File: src/rtl/fwd_hazard_scoreboard_pkg.sv
// Shared types and sizing for the FP forwarding/hazard scoreboard.
package fwd_pkg;
    localparam int NREG   = 16;
    localparam int AW     = 4;
    localparam int NREAD  = 2;
    localparam int MAXLAT = 7;
    localparam int CW     = 3;

    typedef enum logic [1:0] {
        FWD_RF = 2'b00,
        FWD_M  = 2'b01,
        FWD_W  = 2'b10
    } fwd_sel_t;
endpackage

File: src/rtl/fwd_hazard_scoreboard_if.sv
// Decode-side bundle: read addresses, issue request, M/W writeback info, results.
interface fwd_hazard_scoreboard_if;
    import fwd_pkg::*;

    logic [NREAD*AW-1:0] ra;
    logic                issue_valid;
    logic                issue_we;
    logic [AW-1:0]       issue_wa;
    logic [CW-1:0]       issue_lat;
    logic                flush;
    logic [AW-1:0]       WA3M;
    logic                RegWriteM;
    logic [AW-1:0]       WA3W;
    logic                RegWriteW;
    logic [NREAD*2-1:0]  fwd_sel;
    logic                stall;
    logic                busy;

    modport master (
        output ra, issue_valid, issue_we, issue_wa, issue_lat, flush,
               WA3M, RegWriteM, WA3W, RegWriteW,
        input  fwd_sel, stall, busy
    );

    modport slave (
        input  ra, issue_valid, issue_we, issue_wa, issue_lat, flush,
               WA3M, RegWriteM, WA3W, RegWriteW,
        output fwd_sel, stall, busy
    );
endinterface

File: src/rtl/fwd_hazard_scoreboard_port_sel.sv
// Forward-source select for one read port; M is younger than W so it wins.
module fwd_port_sel
    import fwd_pkg::*;
(
    input  logic [AW-1:0] i_ra,
    input  logic [AW-1:0] i_wa3m,
    input  logic          i_regwrite_m,
    input  logic [AW-1:0] i_wa3w,
    input  logic          i_regwrite_w,
    output fwd_sel_t      o_fwd_sel
);
    always_comb begin
        o_fwd_sel = FWD_RF;
        if (i_regwrite_m && (i_ra == i_wa3m))
            o_fwd_sel = FWD_M;
        else if (i_regwrite_w && (i_ra == i_wa3w))
            o_fwd_sel = FWD_W;
    end
endmodule

File: src/rtl/fwd_hazard_scoreboard.sv
// Per-register in-flight write tracker with countdowns; raises RAW/WAW stalls
// and picks the operand forward source for each read port.
module fwd_hazard_scoreboard
    import fwd_pkg::*;
(
    input  logic                    clk,
    input  logic                    reset,
    fwd_hazard_scoreboard_if.slave  sb
);
    logic [NREG-1:0] r_pending;
    logic [CW-1:0]   r_cnt [NREG];

    fwd_sel_t        w_sel [NREAD];
    logic [NREAD-1:0] w_raw;
    logic            w_waw;
    logic            w_stall;
    logic            w_accept;

    generate
        for (genvar p = 0; p < NREAD; p++) begin : g_port
            fwd_port_sel u_sel (
                .i_ra         (sb.ra[p*AW +: AW]),
                .i_wa3m       (sb.WA3M),
                .i_regwrite_m (sb.RegWriteM),
                .i_wa3w       (sb.WA3W),
                .i_regwrite_w (sb.RegWriteW),
                .o_fwd_sel    (w_sel[p])
            );

            // A forwarded operand never stalls, even if the register is still pending.
            assign w_raw[p] = r_pending[sb.ra[p*AW +: AW]] && (w_sel[p] == FWD_RF);
            assign sb.fwd_sel[p*2 +: 2] = reset ? 2'b00 : w_sel[p];
        end
    endgenerate

    // Younger write must not retire at or before the one already in flight.
    assign w_waw = sb.issue_valid && sb.issue_we && r_pending[sb.issue_wa] &&
                   (r_cnt[sb.issue_wa] >= sb.issue_lat);

    assign w_stall  = sb.issue_valid && ((|w_raw) || w_waw);
    assign w_accept = sb.issue_valid && sb.issue_we && !w_stall && !sb.flush;

    assign sb.stall = !reset && w_stall;
    assign sb.busy  = !reset && (|r_pending);

    always_ff @(posedge clk) begin
        if (reset || sb.flush) begin
            r_pending <= '0;
            for (int r = 0; r < NREG; r++)
                r_cnt[r] <= '0;
        end else begin
            for (int r = 0; r < NREG; r++) begin
                // A new accept overrides a counter expiring on the same edge.
                if (w_accept && (sb.issue_wa == AW'(r))) begin
                    r_pending[r] <= (sb.issue_lat != '0);
                    r_cnt[r]     <= sb.issue_lat;
                end else if (r_cnt[r] != '0) begin
                    r_cnt[r] <= r_cnt[r] - 1'b1;
                    if (r_cnt[r] == CW'(1))
                        r_pending[r] <= 1'b0;
                end
            end
        end
    end
endmodule

File: src/flat_wrapper.sv
// flat-port wrapper written by rule: the top's interface ports become plain ports
module fwd_hazard_scoreboard_flat import fwd_pkg::*;
  (clk, reset, sb_ra, sb_issue_valid, sb_issue_we, sb_issue_wa, sb_issue_lat, sb_flush, sb_WA3M, sb_RegWriteM, sb_WA3W, sb_RegWriteW, sb_fwd_sel, sb_stall, sb_busy);
  fwd_hazard_scoreboard_if sb_i ();
  input  logic clk;
  input  logic reset;
  input wire logic [$bits(sb_i.ra)-1:0] sb_ra;
  input wire logic [$bits(sb_i.issue_valid)-1:0] sb_issue_valid;
  input wire logic [$bits(sb_i.issue_we)-1:0] sb_issue_we;
  input wire logic [$bits(sb_i.issue_wa)-1:0] sb_issue_wa;
  input wire logic [$bits(sb_i.issue_lat)-1:0] sb_issue_lat;
  input wire logic [$bits(sb_i.flush)-1:0] sb_flush;
  input wire logic [$bits(sb_i.WA3M)-1:0] sb_WA3M;
  input wire logic [$bits(sb_i.RegWriteM)-1:0] sb_RegWriteM;
  input wire logic [$bits(sb_i.WA3W)-1:0] sb_WA3W;
  input wire logic [$bits(sb_i.RegWriteW)-1:0] sb_RegWriteW;
  output wire logic [$bits(sb_i.fwd_sel)-1:0] sb_fwd_sel;
  output wire logic [$bits(sb_i.stall)-1:0] sb_stall;
  output wire logic [$bits(sb_i.busy)-1:0] sb_busy;
  assign sb_i.ra = sb_ra;
  assign sb_i.issue_valid = sb_issue_valid;
  assign sb_i.issue_we = sb_issue_we;
  assign sb_i.issue_wa = sb_issue_wa;
  assign sb_i.issue_lat = sb_issue_lat;
  assign sb_i.flush = sb_flush;
  assign sb_i.WA3M = sb_WA3M;
  assign sb_i.RegWriteM = sb_RegWriteM;
  assign sb_i.WA3W = sb_WA3W;
  assign sb_i.RegWriteW = sb_RegWriteW;
  assign sb_fwd_sel = sb_i.fwd_sel;
  assign sb_stall = sb_i.stall;
  assign sb_busy = sb_i.busy;
  fwd_hazard_scoreboard u_core (.clk(clk), .reset(reset), .sb(sb_i));
endmodule
File: config.mk
export PLATFORM = sky130hd
export DESIGN_NAME = fwd_hazard_scoreboard_flat
export DESIGN_NICKNAME = d
export VERILOG_FILES = /design/src/rtl/fwd_hazard_scoreboard_pkg.sv /design/src/rtl/fwd_hazard_scoreboard_if.sv /design/src/rtl/fwd_hazard_scoreboard_port_sel.sv /design/src/rtl/fwd_hazard_scoreboard.sv /design/src/flat_wrapper.sv
export SDC_FILE = /design/constraint.sdc
export NUM_CORES = 1
export LEC_CHECK = 0
export BUFFER_PORTS_ARGS = -buffer_cell sky130_fd_sc_hd__buf_2
export CORE_MARGIN = 1.5
export CORE_UTILIZATION = 62
export DETAILED_ROUTE_END_ITERATION = 8
export PLACE_DENSITY = 0.81
export REMOVE_ABC_BUFFERS = 1
export SYNTH_ARGS = -nofsm -noshare
export SYNTH_HDL_FRONTEND = slang
export SYNTH_SLANG_ARGS = --single-unit
File: constraint.sdc
create_clock -name clk -period 6.2 [get_ports clk]
set_input_delay 0 -clock clk [delete_from_list [all_inputs] [get_ports clk]]
set_output_delay 0 -clock clk [all_outputs]
set_load 0.01 [all_outputs]
* Word-level counts from Yosys, hierarchy flattened *
Memories as Yosys holds them, arrays and structs flattened.
Index checks and enable logic that the tools add are counted.

word-level totals
  bits in registers = 16
  RAM bits = 48
  input port bits = 30
  output and inout port bits = 6
  word-level logic and storage cells = 415
  memories kept = 1

operators by class
  add/sub/neg operators = 16
  $lt $le $gt $ge = 4
  equal/unequal tests = 35
  multiplexer cells = 206
  bitwise logic cells = 32
  reductions and logical operators = 105

memory list
  memory        words  width  rd ports  clocked after Yosys merged registers in  wr ports  line                         source
  u_core.r_cnt  16     3      17        0                                        16        fwd_hazard_scoreboard.sv:11  logic [CW-1:0] r_cnt [NREG];

operator list
  kind                                                        count
  two-way mux 1 bit                                           165
  two-way mux 3 bit                                           32
  nonzero test 2 bit                                          32
  nonzero test 3 bit                                          17
  == test 3 x 1 -> 1 bit, second input constant               16
  subtractor 3 x 1 -> 3 bit, second input constant            16
  == test 4 bit, second input constant                        8
  OR 1 bit                                                    32
  AND reduction 2 bit                                         16
  logical AND 1 bit                                           30
  == test 4 x 3 -> 1 bit, second input constant               4
  == test 4 bit                                               4
  OR reduction 16 bit                                         1
  less-than comparator 4 x 5 -> 1 bit, second input constant  3
  binary-select mux 1 bit (select 4 bit)                      3
  two-way mux 2 bit                                           6
  == test 4 x 2 -> 1 bit, second input constant               2
  == test 4 x 1 -> 1 bit, second input constant               1
  logical NOT 2 bit                                           2
  logical NOT 4 bit                                           1
  greater-or-equal comparator 3 bit                           1
  logical NOT 1 bit                                           3
  logical OR 1 bit                                            2
  OR reduction 2 bit                                          1

* Logic depth before layout (Yosys ltp) *
  depth in word-level cells = 18
  mapped depth = 15
  gate-level depth less buffers = 11

* Hierarchy *
From an unflattened synthesis, not the netlist that was laid out.

unflattened totals
  cells, all modules = 561
  area, all modules = 5461.5 µm²

modules (own cells, without submodules)
  module                 times used  cells each  area each (µm²)
  fwd_hazard_scoreboard  1           529         5231.3
  fwd_port_sel           2           16          115.1

* Worst setup path before layout *
No wires, ideal clock.

  kind = input-to-reg
  start point = in sb_issue_wa[0]
  end point = mem u_core.r_cnt[10][0], data pin
  setup time = 0.260 ns
  arrival = 3.664 ns
  path slack = 2.277 ns
  cell stages on the path = 15
  cell sequence = buf_2 buf_1 mux4_2 mux4_2 inv_1 ha_1 nand2b_1 a21oi_1 nor2b_1 o2111ai_1 nand3_2 buf_6 buf_6 o32ai_2 mux2_2

RTL lines
  element             line                         source
  start: declaration  flat_wrapper.sv:10           input wire logic [$bits(sb_i.issue_wa)-1:0] sb_issue_wa;
  end: declaration    fwd_hazard_scoreboard.sv:11

==> out/results.tsv <==
metric	value	unit
outcome	finished clean	
slowest_stage	or3_1	
crit_type	reg2reg	
grt_max_degree	54	
final_cell_mix	ha_1 (51), inv_1 (49), edfxtp_1 (48)	
synth.area.mux_share	25.6	%
min_path_cells	3	
startpoint	u_core.r_cnt[13][0]	
setup_violations	0	
maxCapViolations	0	
cp_data_required_time	6320	ps
place_congestion	0.908	
insertion_delay	360	ps
synth_flop_cell	edfxtp_1	
core	0.00868	mm2
rsz0062_at_grt	false	
drt-total-wl	13500	um
postRouteAntennaNets	0	
dp.final_hpwl	9780	um
dp_slack	1900	ps
wire_per_inst	21.0	um
drt_pass1_iterations	5	
utilization	67.1	%
ff2ff_setup_slack	1970	ps
io-pin-count	36	
rows	34	
synth_top_family_by_area	multiplexers	
track_usage	30.0	%
drv_slew	0	
htreeDepth	3	
r2r_end	u_core.r_cnt[2][1]	
yosys.area_share.xor_xnor	3.02	%
nFillCells	668	
timing.hold.ws	204	ps
startpoint_type	register	
cp_data_arrival_time	4350	ps
synthSimpleGateAreaFrac	15.9	%
vdd_drop_max	129	uV
worstPathCellList	mux4_2 -> mux4_2 -> inv_1 -> ha_1 -> nand2b_1 -> a21oi_1 -> nor2b_1 -> o2111ai_1 -> nand3_2 -> or3_1 -> mux2_4	
cts_tree	built	
antennaDiodeCount	0	
root_buffer	clkbuf_8	
min_to	u_core.r_cnt[15][0]	
area_growth	5.77	%
synth_largest_area_cell	edfxtp_1	
synthArstFlopShare	0	%
crit_path_frequent_cell	mux4_2	
syn_area	0.00551	mm2
min_period_over_period	68.3	%
dp_cells	628	
fin_cells	644	
vias_per_cell	6.50	
antenna_found_initial	0	
die-area	0.00946	mm2
seq_area	0.00176	mm2
synthCells	519	
synth_area_leaders	edfxtp_1 (26%), ha_1 (12%), mux4_2 (11%)	
period_needed	4230	ps
slew_headroom	22.9	%
post_cts_resized	0	
crit_fanout	29	
avgSynthCellArea	10.6	um2
path_clk_slew	80	ps
synth_seq_cells	64	
num-nets-final	612	
tightest_slew	1150	ps
hold_violations	0	
drc_errors	0	
cts_buffers	9	
clockBufferDepth	2	
slowest_delay	700	ps
grt.overflow.total	0	
dieWidth	97.3	um
finalWorstSetupSlack	1970	ps
min_path_type	in2reg	
vias	4184	
synthDistinctLibCells	49	
grt_pass1_wl	22100	um
multi_input_area	0.00340	mm2
drive_gt1_share	23.7	%
r2r-start	u_core.r_cnt[13][0]	
synth_seq_area_share	32.0	%
worst-r2r-cell-count	11	
synthAdderAreaFrac	11.6	%
synth_edf_count	48	
fin_worst_skew	11.0	ps
synth_compound_area_share	5.43	%
yosysWarnings	0	
clock.fmax	236	MHz
grt_pass1_vias	4280	
port_buffers	35	
worstSetupEndpointType	register	
post_cts_buffers	0	
hp-start	sb_issue_lat[0]	
drt-initial-drc-count	294	
tns	0	ps
cts.sinks	64	
chipHeight	97.3	um
p_per_area	304	mW/mm2
mostFrequentLayoutCell	ha_1	
hold_buffers	0	
initial_utilization	63.5	%
synth_top_area_share	26.2	%
p_leak	2.50	nW
==> area by class of cell <==
| cell class | instances | area share, % |
|---|---|---|
| multi-input cells | 371 | 58.3 |
| clock inverters | 4 | 0.344 |
| clock buffers | 12 | 2.49 |
| flip-flops and latches | 64 | 30.2 |
| repair buffers | 36 | 3.14 |
| well taps | 108 | 2.32 |
| inverters | 49 | 3.16 |
==> registers in the layout (all words and copies together), names as in the netlist <==
name and count:
u_core.r_cnt 48, u_core.r_pending 16
==> worst max-delay path: cells and delay by family (launching register included) <==
kind | cells | cell delay, ps
and+or+nand+nor | 4 | 1480
muxes | 3 | 1310
DFF | 1 | 480
AOI/OAI and AO/OA | 2 | 430
adders and majority gates | 1 | 210
buffers and inverters | 1 | 70
==> kinds of logic (layout without fill, tap and decap cells) <==
family | after synthesis | in the layout
buffers and inverters | 84 | 101
DFF | 64 | 64
muxes | 100 | 100
AOI/OAI and AO/OA | 38 | 38
adders and majority gates | 51 | 51
and+or+nand+nor | 163 | 163
xor gates and xnor gates | 19 | 19
==> synthesized netlist by cell type, drive strengths merged (8+ instances only) <==
master,n
xor2,12
clkbuf,19
mux2i,39
or3,14
buf,16
a21oi,8
nand4b,11
mux2,34
dfxtp,16
inv,49
nand3,15
nand2,31
o21ai,9
edfxtp,48
ha,51
nor2,43
mux4,27
==> per-stage QoR <==
| step | power (mW) | cell area [um2] |
|---|---|---|
| finish | 1.77 | 5830 |
| global route | 1.89 | 5830 |
| CTS | 1.76 | 5830 |
| detailed placement | 1.43 | 5660 |
| global placement | 1.38 | 5660 |
| floorplan | 1.23 | 5340 |
==> worst max-delay path by stage <==
stage                                     to  slack [ps]  cells past startpoint
after floorplan           u_core.r_cnt[0][1]        2500                     11
after global placement    u_core.r_cnt[3][0]        2000                     12
after detailed placement  u_core.r_cnt[2][1]        1900                     12
after CTS                 u_core.r_cnt[2][1]        2030                     11
after global routing      u_core.r_cnt[2][0]        1740                     11
final                     u_core.r_cnt[2][1]        1970                     11
==> metal layers <==
metal / GRT usage (%) / up-vias / share of wire, %
met5: 0 / - / 0
met4: 13.6 / 0 / 4.1
met3: 5.83 / 46 / 8.9
met2: 50.2 / 212 / 48
met1: 37.9 / 2017 / 39
li1: - / 1909 / -
==> power breakdown <==
group          total, mW  internal, mW  switching, mW
clock              0.327         0.154          0.173
sequential         0.722         0.604          0.119
combinational      0.722         0.348          0.373
total               1.77          1.11          0.665
Power figures use the tool's default switching activity.
